`config.mk`:
```
export PLATFORM = sky130hd
export DESIGN_NAME = vga_sync_monitor
export DESIGN_NICKNAME = d
export VERILOG_FILES = /design/src/rtl/vga_sync_monitor.sv
export SDC_FILE = /design/constraint.sdc
export NUM_CORES = 1
export LEC_CHECK = 0
export CAP_MARGIN = 20
export CORE_MARGIN = 2
export CORE_UTILIZATION = 55
export CTS_CLUSTER_SIZE = 30
export DETAILED_ROUTE_END_ITERATION = 8
export GPL_TIMING_DRIVEN = 0
export HOLD_SLACK_MARGIN = 0.02
export PLACE_DENSITY = 0.81
export SLEW_MARGIN = 20
export SYNTH_ARGS = -nofsm -noshare
export SYNTH_HDL_FRONTEND = slang
export SYNTH_SLANG_ARGS = --single-unit
```
`constraint.sdc`:
```
create_clock -name clk -period 9.25 [get_ports clk]
set_input_delay 1.85 -clock clk [delete_from_list [all_inputs] [get_ports clk]]
set_output_delay 1.85 -clock clk [all_outputs]
set_load 0.05 [all_outputs]
```
`src/rtl/vga_sync_monitor.sv`:
```
// Receiving-end checker for a VGA sync/colour stream: measures line and frame
// timing against nominal values, tracks lock, and counts lit pixels per frame.
module vga_sync_monitor #(
    parameter int H_TOTAL     = 800,
    parameter int V_TOTAL     = 525,
    parameter int LOCK_FRAMES = 2
) (
    input  logic        clk,
    input  logic        reset,
    input  logic        vga_h_sync,
    input  logic        vga_v_sync,
    input  logic        vga_r,
    input  logic        vga_g,
    input  logic        vga_b,
    output logic [10:0] h_pos,
    output logic [9:0]  v_pos,
    output logic [10:0] line_len,
    output logic [9:0]  frame_lines,
    output logic [18:0] lit_count,
    output logic        frame_done,
    output logic        locked,
    output logic        sync_err,
    output logic [1:0]  dbg_state
);

    typedef enum logic [1:0] {
        UNLOCKED = 2'd0,
        LOCKING  = 2'd1,
        LOCKED   = 2'd2
    } lock_state_t;

    localparam logic [10:0] H_MAX   = 11'h7FF;
    localparam logic [9:0]  V_MAX   = 10'h3FF;
    localparam logic [18:0] LIT_MAX = 19'h7FFFF;
    localparam logic [10:0] H_NOM   = 11'(H_TOTAL);
    localparam logic [9:0]  V_NOM   = 10'(V_TOTAL);
    localparam logic [7:0]  LOCK_N  = 8'(LOCK_FRAMES);

    // Input sample registers plus one delay stage for falling-edge detection
    logic r_hs, r_vs, r_hs_d, r_vs_d;
    logic r_r, r_g, r_b;

    logic [10:0] r_h_pos, r_line_len;
    logic        r_h_seen, r_line_upd, r_h_lost;

    logic [9:0]  r_v_pos, r_frame_lines;
    logic [18:0] r_lit_run, r_lit_count;
    logic        r_v_seen, r_frame_done;

    logic        r_lines_ok, r_frame_ok_snap;

    lock_state_t r_state, w_state_nxt;
    logic [7:0]  r_good_cnt, w_good_cnt_nxt;
    logic        r_locked, r_sync_err;
    logic        w_locked_nxt, w_sync_err_nxt;

    logic        w_h_fall, w_v_fall, w_lit;
    logic [10:0] w_h_inc;
    logic [9:0]  w_v_inc;
    logic [18:0] w_lit_inc;
    logic [7:0]  w_good_inc;
    logic        w_line_bad, w_frame_good, w_frame_bad, w_bad_event;

    always_ff @(posedge clk or posedge reset) begin
        if (reset) begin
            r_hs   <= 1'b1;
            r_vs   <= 1'b1;
            r_hs_d <= 1'b1;
            r_vs_d <= 1'b1;
            r_r    <= 1'b0;
            r_g    <= 1'b0;
            r_b    <= 1'b0;
        end else begin
            r_hs   <= vga_h_sync;
            r_vs   <= vga_v_sync;
            r_hs_d <= r_hs;
            r_vs_d <= r_vs;
            r_r    <= vga_r;
            r_g    <= vga_g;
            r_b    <= vga_b;
        end
    end

    assign w_h_fall  = r_hs_d & ~r_hs;
    assign w_v_fall  = r_vs_d & ~r_vs;
    assign w_lit     = r_r | r_g | r_b;
    assign w_h_inc   = (r_h_pos == H_MAX) ? H_MAX : r_h_pos + 11'd1;
    assign w_v_inc   = (r_v_pos == V_MAX) ? V_MAX : r_v_pos + 10'd1;
    assign w_lit_inc = (r_lit_run == LIT_MAX) ? LIT_MAX : r_lit_run + 19'd1;

    // Horizontal measurement; line_len only trusted once a previous edge exists
    always_ff @(posedge clk or posedge reset) begin
        if (reset) begin
            r_h_pos    <= 11'd0;
            r_line_len <= 11'd0;
            r_h_seen   <= 1'b0;
            r_line_upd <= 1'b0;
            r_h_lost   <= 1'b0;
        end else begin
            r_line_upd <= w_h_fall & r_h_seen;
            r_h_lost   <= ~w_h_fall & (r_h_pos == H_MAX - 11'd1);
            if (w_h_fall) begin
                r_h_pos  <= 11'd0;
                r_h_seen <= 1'b1;
                if (r_h_seen) begin
                    r_line_len <= w_h_inc;
                end
            end else begin
                r_h_pos <= w_h_inc;
            end
        end
    end

    // A vsync edge closes the frame before any coincident hsync edge counts
    always_ff @(posedge clk or posedge reset) begin
        if (reset) begin
            r_v_pos       <= 10'd0;
            r_frame_lines <= 10'd0;
            r_lit_run     <= 19'd0;
            r_lit_count   <= 19'd0;
            r_v_seen      <= 1'b0;
            r_frame_done  <= 1'b0;
        end else begin
            r_frame_done <= 1'b0;
            if (w_v_fall) begin
                r_v_pos   <= 10'd0;
                r_lit_run <= 19'd0;
                r_v_seen  <= 1'b1;
                if (r_v_seen) begin
                    r_frame_lines <= r_v_pos;
                    r_lit_count   <= r_lit_run;
                    r_frame_done  <= 1'b1;
                end
            end else begin
                if (w_h_fall) begin
                    r_v_pos <= w_v_inc;
                end
                if (w_lit) begin
                    r_lit_run <= w_lit_inc;
                end
            end
        end
    end

    assign w_line_bad = r_line_upd & (r_line_len != H_NOM);

    // Sticky "all lines good" flag, snapshotted when the frame closes
    always_ff @(posedge clk or posedge reset) begin
        if (reset) begin
            r_lines_ok      <= 1'b0;
            r_frame_ok_snap <= 1'b0;
        end else if (w_v_fall) begin
            r_lines_ok      <= 1'b1;
            r_frame_ok_snap <= r_lines_ok & ~w_line_bad;
        end else if (w_line_bad) begin
            r_lines_ok <= 1'b0;
        end
    end

    assign w_frame_good = r_frame_done & (r_frame_lines == V_NOM) & r_frame_ok_snap;
    assign w_frame_bad  = r_frame_done & ~w_frame_good;
    assign w_bad_event  = w_line_bad | w_frame_bad | r_h_lost;
    assign w_good_inc   = (r_good_cnt == 8'hFF) ? 8'hFF : r_good_cnt + 8'd1;

    always_ff @(posedge clk or posedge reset) begin
        if (reset) begin
            r_state    <= UNLOCKED;
            r_good_cnt <= 8'd0;
            r_locked   <= 1'b0;
            r_sync_err <= 1'b0;
        end else begin
            r_state    <= w_state_nxt;
            r_good_cnt <= w_good_cnt_nxt;
            r_locked   <= w_locked_nxt;
            r_sync_err <= w_sync_err_nxt;
        end
    end

    always_comb begin
        w_state_nxt    = r_state;
        w_good_cnt_nxt = r_good_cnt;
        case (r_state)
            UNLOCKED: begin
                if (w_frame_good) begin
                    w_good_cnt_nxt = 8'd1;
                    w_state_nxt    = (LOCK_N <= 8'd1) ? LOCKED : LOCKING;
                end
            end
            LOCKING: begin
                if (w_bad_event) begin
                    w_good_cnt_nxt = 8'd0;
                    w_state_nxt    = UNLOCKED;
                end else if (w_frame_good) begin
                    w_good_cnt_nxt = w_good_inc;
                    if (w_good_inc >= LOCK_N) begin
                        w_state_nxt = LOCKED;
                    end
                end
            end
            LOCKED: begin
                if (w_bad_event) begin
                    w_good_cnt_nxt = 8'd0;
                    w_state_nxt    = UNLOCKED;
                end
            end
            default: begin
                w_good_cnt_nxt = 8'd0;
                w_state_nxt    = UNLOCKED;
            end
        endcase
    end

    always_comb begin
        w_locked_nxt   = (r_state == LOCKED);
        w_sync_err_nxt = 1'b0;
        if ((r_state != UNLOCKED) && w_bad_event) begin
            w_sync_err_nxt = 1'b1;
        end
    end

    assign h_pos       = r_h_pos;
    assign v_pos       = r_v_pos;
    assign line_len    = r_line_len;
    assign frame_lines = r_frame_lines;
    assign lit_count   = r_lit_count;
    assign frame_done  = r_frame_done;
    assign locked      = r_locked;
    assign sync_err    = r_sync_err;
    assign dbg_state   = r_state;

endmodule
```
==> impl_metrics.env <==
export IMPL_reg2reg_from="frame_done"
export IMPL_setup_viol=0
export IMPL_grt_first_pass_wirelength_um=18800
export IMPL_fin_setup_tns_ps=0
export IMPL_routabilityCongestion=0.916
export IMPL_num_io_pins=73
export IMPL_layoutNonFillerInstCount=668
export IMPL_cts_hold_buf=0
export IMPL_synth_edf_count=0
export IMPL_ys_types=52
export IMPL_yosys_cell_count_top_type="dfrtp_1"
export IMPL_seq_area_frac_synth=0.545
export IMPL_worstHoldStart="r_hs"
export IMPL_cts_made_buffers=9
export IMPL_cp_cell_sequence="clkdlybuf4s50_1"
export IMPL_cts_sinks=106
export IMPL_netlist_top_cells_area="dfrtp_1 52%, mux2_2 6.0%, nand2_1 3.8%, nor2_1 3.5%, nor3_1 2.8%"
export IMPL_status="finished, final reports clean"
export IMPL_cts_root_buf="clkbuf_8"
export IMPL_fin_crit_ps=3590
export IMPL_cp_start_kind="register"
export IMPL_routed_via_count=4016
export IMPL_grt_usage=0.241
export IMPL_synth_largest_area_cell="dfrtp_1"
export IMPL_post_cts_resize_count=0
export IMPL_hp_class="register to register"
export IMPL_fp_dieH_um=98.2
export IMPL_place_area_um2=5770
export IMPL_insertion_delay_ps=380
export IMPL_slew_limit_headroom=0.291
export IMPL_seqCellArea_um2=2660
export IMPL_placed_cells=652
export IMPL_drt_iter0_markers=253
export IMPL_pwr_density_cell_nw_per_um2=173
export IMPL_crit_fanout=9
export IMPL_vdd_drop_max_uv=146
export IMPL_core_um2=8680
export IMPL_clkTransAtPathRegs_ps=110
export IMPL_leakage_nw=2.61
export IMPL_yosysWarnings=0
export IMPL_critPathTopFamily="buffers and inverters"
export IMPL_layout_setup_ws_ps=5660
export IMPL_hold_viol=0
export IMPL_wire_per_inst_um=16.8
export IMPL_ys_seq_elements=106
export IMPL_ys_top_cells_by_count="102 x dfrtp_1, 50 x nand2_1, 46 x nor2_1, 27 x nor3_1, 26 x mux2_2"
export IMPL_crit_type="register to output pin"
export IMPL_finalClockSkew_ps=16.4
export IMPL_remaining_drc_errors=0
export IMPL_fmax_ghz=0.278
export IMPL_synth_nets=483
export IMPL_slowest_delay_ps=860
export IMPL_dp_hpwl_um=7910
export IMPL_port_buffers=72
export IMPL_rsz0062_at_grt="no"
export IMPL_dr_pass1_iters=4
export IMPL_drv_slew=0
export IMPL_drtAntennaViolNets=0
export IMPL_fin_crit_sh=0.388
export IMPL_holdPathStages=0
export IMPL_start_util=0.562
export IMPL_routed_wl_um=11200
export IMPL_synth_avg_cell_area_um2=10.4
export IMPL_pre_cts_slack_ps=6070
export IMPL_synthCells=471
export IMPL_grt_overflow=0
export IMPL_htreeDepth=3
export IMPL_synth_ff_type="dfrtp_1"
export IMPL_via_per_inst=6.01
export IMPL_antenna_found_initial=0
export IMPL_nFillCells=665
export IMPL_diodes=0
export IMPL_post_cts_buffers=0
export IMPL_cpMaxStageDelayCell="clkdlybuf4s50_1"
export IMPL_critical_path_startpoint="v_pos[2]"
export IMPL_layout_drive_gt1_share=0.118
export IMPL_crit_buf_inv=1
export IMPL_dieWidth_um=98.2
export IMPL_cts_tree="done"
export IMPL_multi_input_area_um2=2090
export IMPL_grt_pass1_vias=3994
export IMPL_clockBufferDepth=2
export IMPL_drv_cap=0
export IMPL_worstMarginPinSlew_ps=1060
export IMPL_post_route_cell_area_um2=5960
export IMPL_async_flop_share=1.00
export IMPL_num_rows=34
export IMPL_critPathCaptureType="output pin"
export IMPL_grt_max_degree=81
export IMPL_area_growth_pct=22.2
export IMPL_nets=567
export IMPL_reg2regPathDepth=5
export IMPL_syn_area_um2=4880
export IMPL_power_mw=1.03
export IMPL_path_depth=1
export IMPL_arrival_ps=1740
export IMPL_dieArea_um2=9640
export IMPL_yosysTopAreaCellShare=0.523
export IMPL_cp_required_ps=7400
==> where the power goes <==
group	internal [mW]	switching, mW
combinational	0.0751	0.145
clock	0.111	0.170
sequential	0.497	0.0367
==> final cells by class <==
type	instances	share of cell area
buffer	16	0.0126
clock buffer	10	0.0231
clock inverter	6	0.00965
inverter	14	0.00965
multi-input combinational	335	0.351
sequential	106	0.446
tap	108	0.0227
timing repair buffer	73	0.125
==> per-layer routing <==
layer | share of wire | vias to the layer above | global-route usage
met5 | 0 | - | 0
met1 | 0.44 | 1954 | 0.333
met4 | 0.020 | 0 | 0.0896
met2 | 0.49 | 151 | 0.385
met3 | 0.053 | 23 | 0.0451
li1 | - | 1888 | -
==> logic make-up after synthesis <==
family	synth area share
xor gates and xnor gates	0.00539
muxes	0.0662
buffers and inverters	0.0262
adders and majority gates	0.0128
DFF	0.545
and+or+nand+nor	0.228
AOI/OAI and AO/OA	0.117
==> sequential cells by signal, indices dropped and copies added (netlist names), 2 cells and up <==
signal / cells
lit_count: 19
r_lit_run: 19
h_pos: 11
line_len: 11
frame_lines: 10
v_pos: 10
r_good_cnt: 8
dbg_state: 2
==> placed cells by master (no fill, tap or decap), types with 9 or more instances in the layout <==
cell / synthesis / final
clkbuf_8: 0 / 10
clkdlybuf4s50_1: 0 / 72
inv_1: 14 / 13
o21ai_0: 24 / 24
nand2b_1: 9 / 9
mux2_2: 26 / 26
dfrtp_1: 102 / 102
nor2_1: 46 / 46
nand3_1: 18 / 18
clkbuf_1: 11 / 11
and4_1: 9 / 9
a21oi_1: 21 / 21
nor3_1: 27 / 27
nand2_1: 50 / 50
a31oi_1: 11 / 11
==> stage by stage <==
stage / util / hold slack (ps)
6_report: 0.687 / 378
3_5_place_dp: 0.665 / 365
4_1_cts: 0.687 / 379
5_1_grt: 0.687 / 389
3_3_place_gp: 0.661 / 362
2_1_floorplan: - / 358
==> path summary, 6_finish.rpt <==
kind,end,slack [ps]
worst max register to register,r_good_cnt[6],6780
min in group asynchronous,v_pos[8],1790
max in group asynchronous,r_hs_d,6780
worst max-delay path,v_pos[2],5660
worst min register to register,r_hs_d,380
worst min-delay path,r_hs_d,380
(Power assumes the default switching activity.)
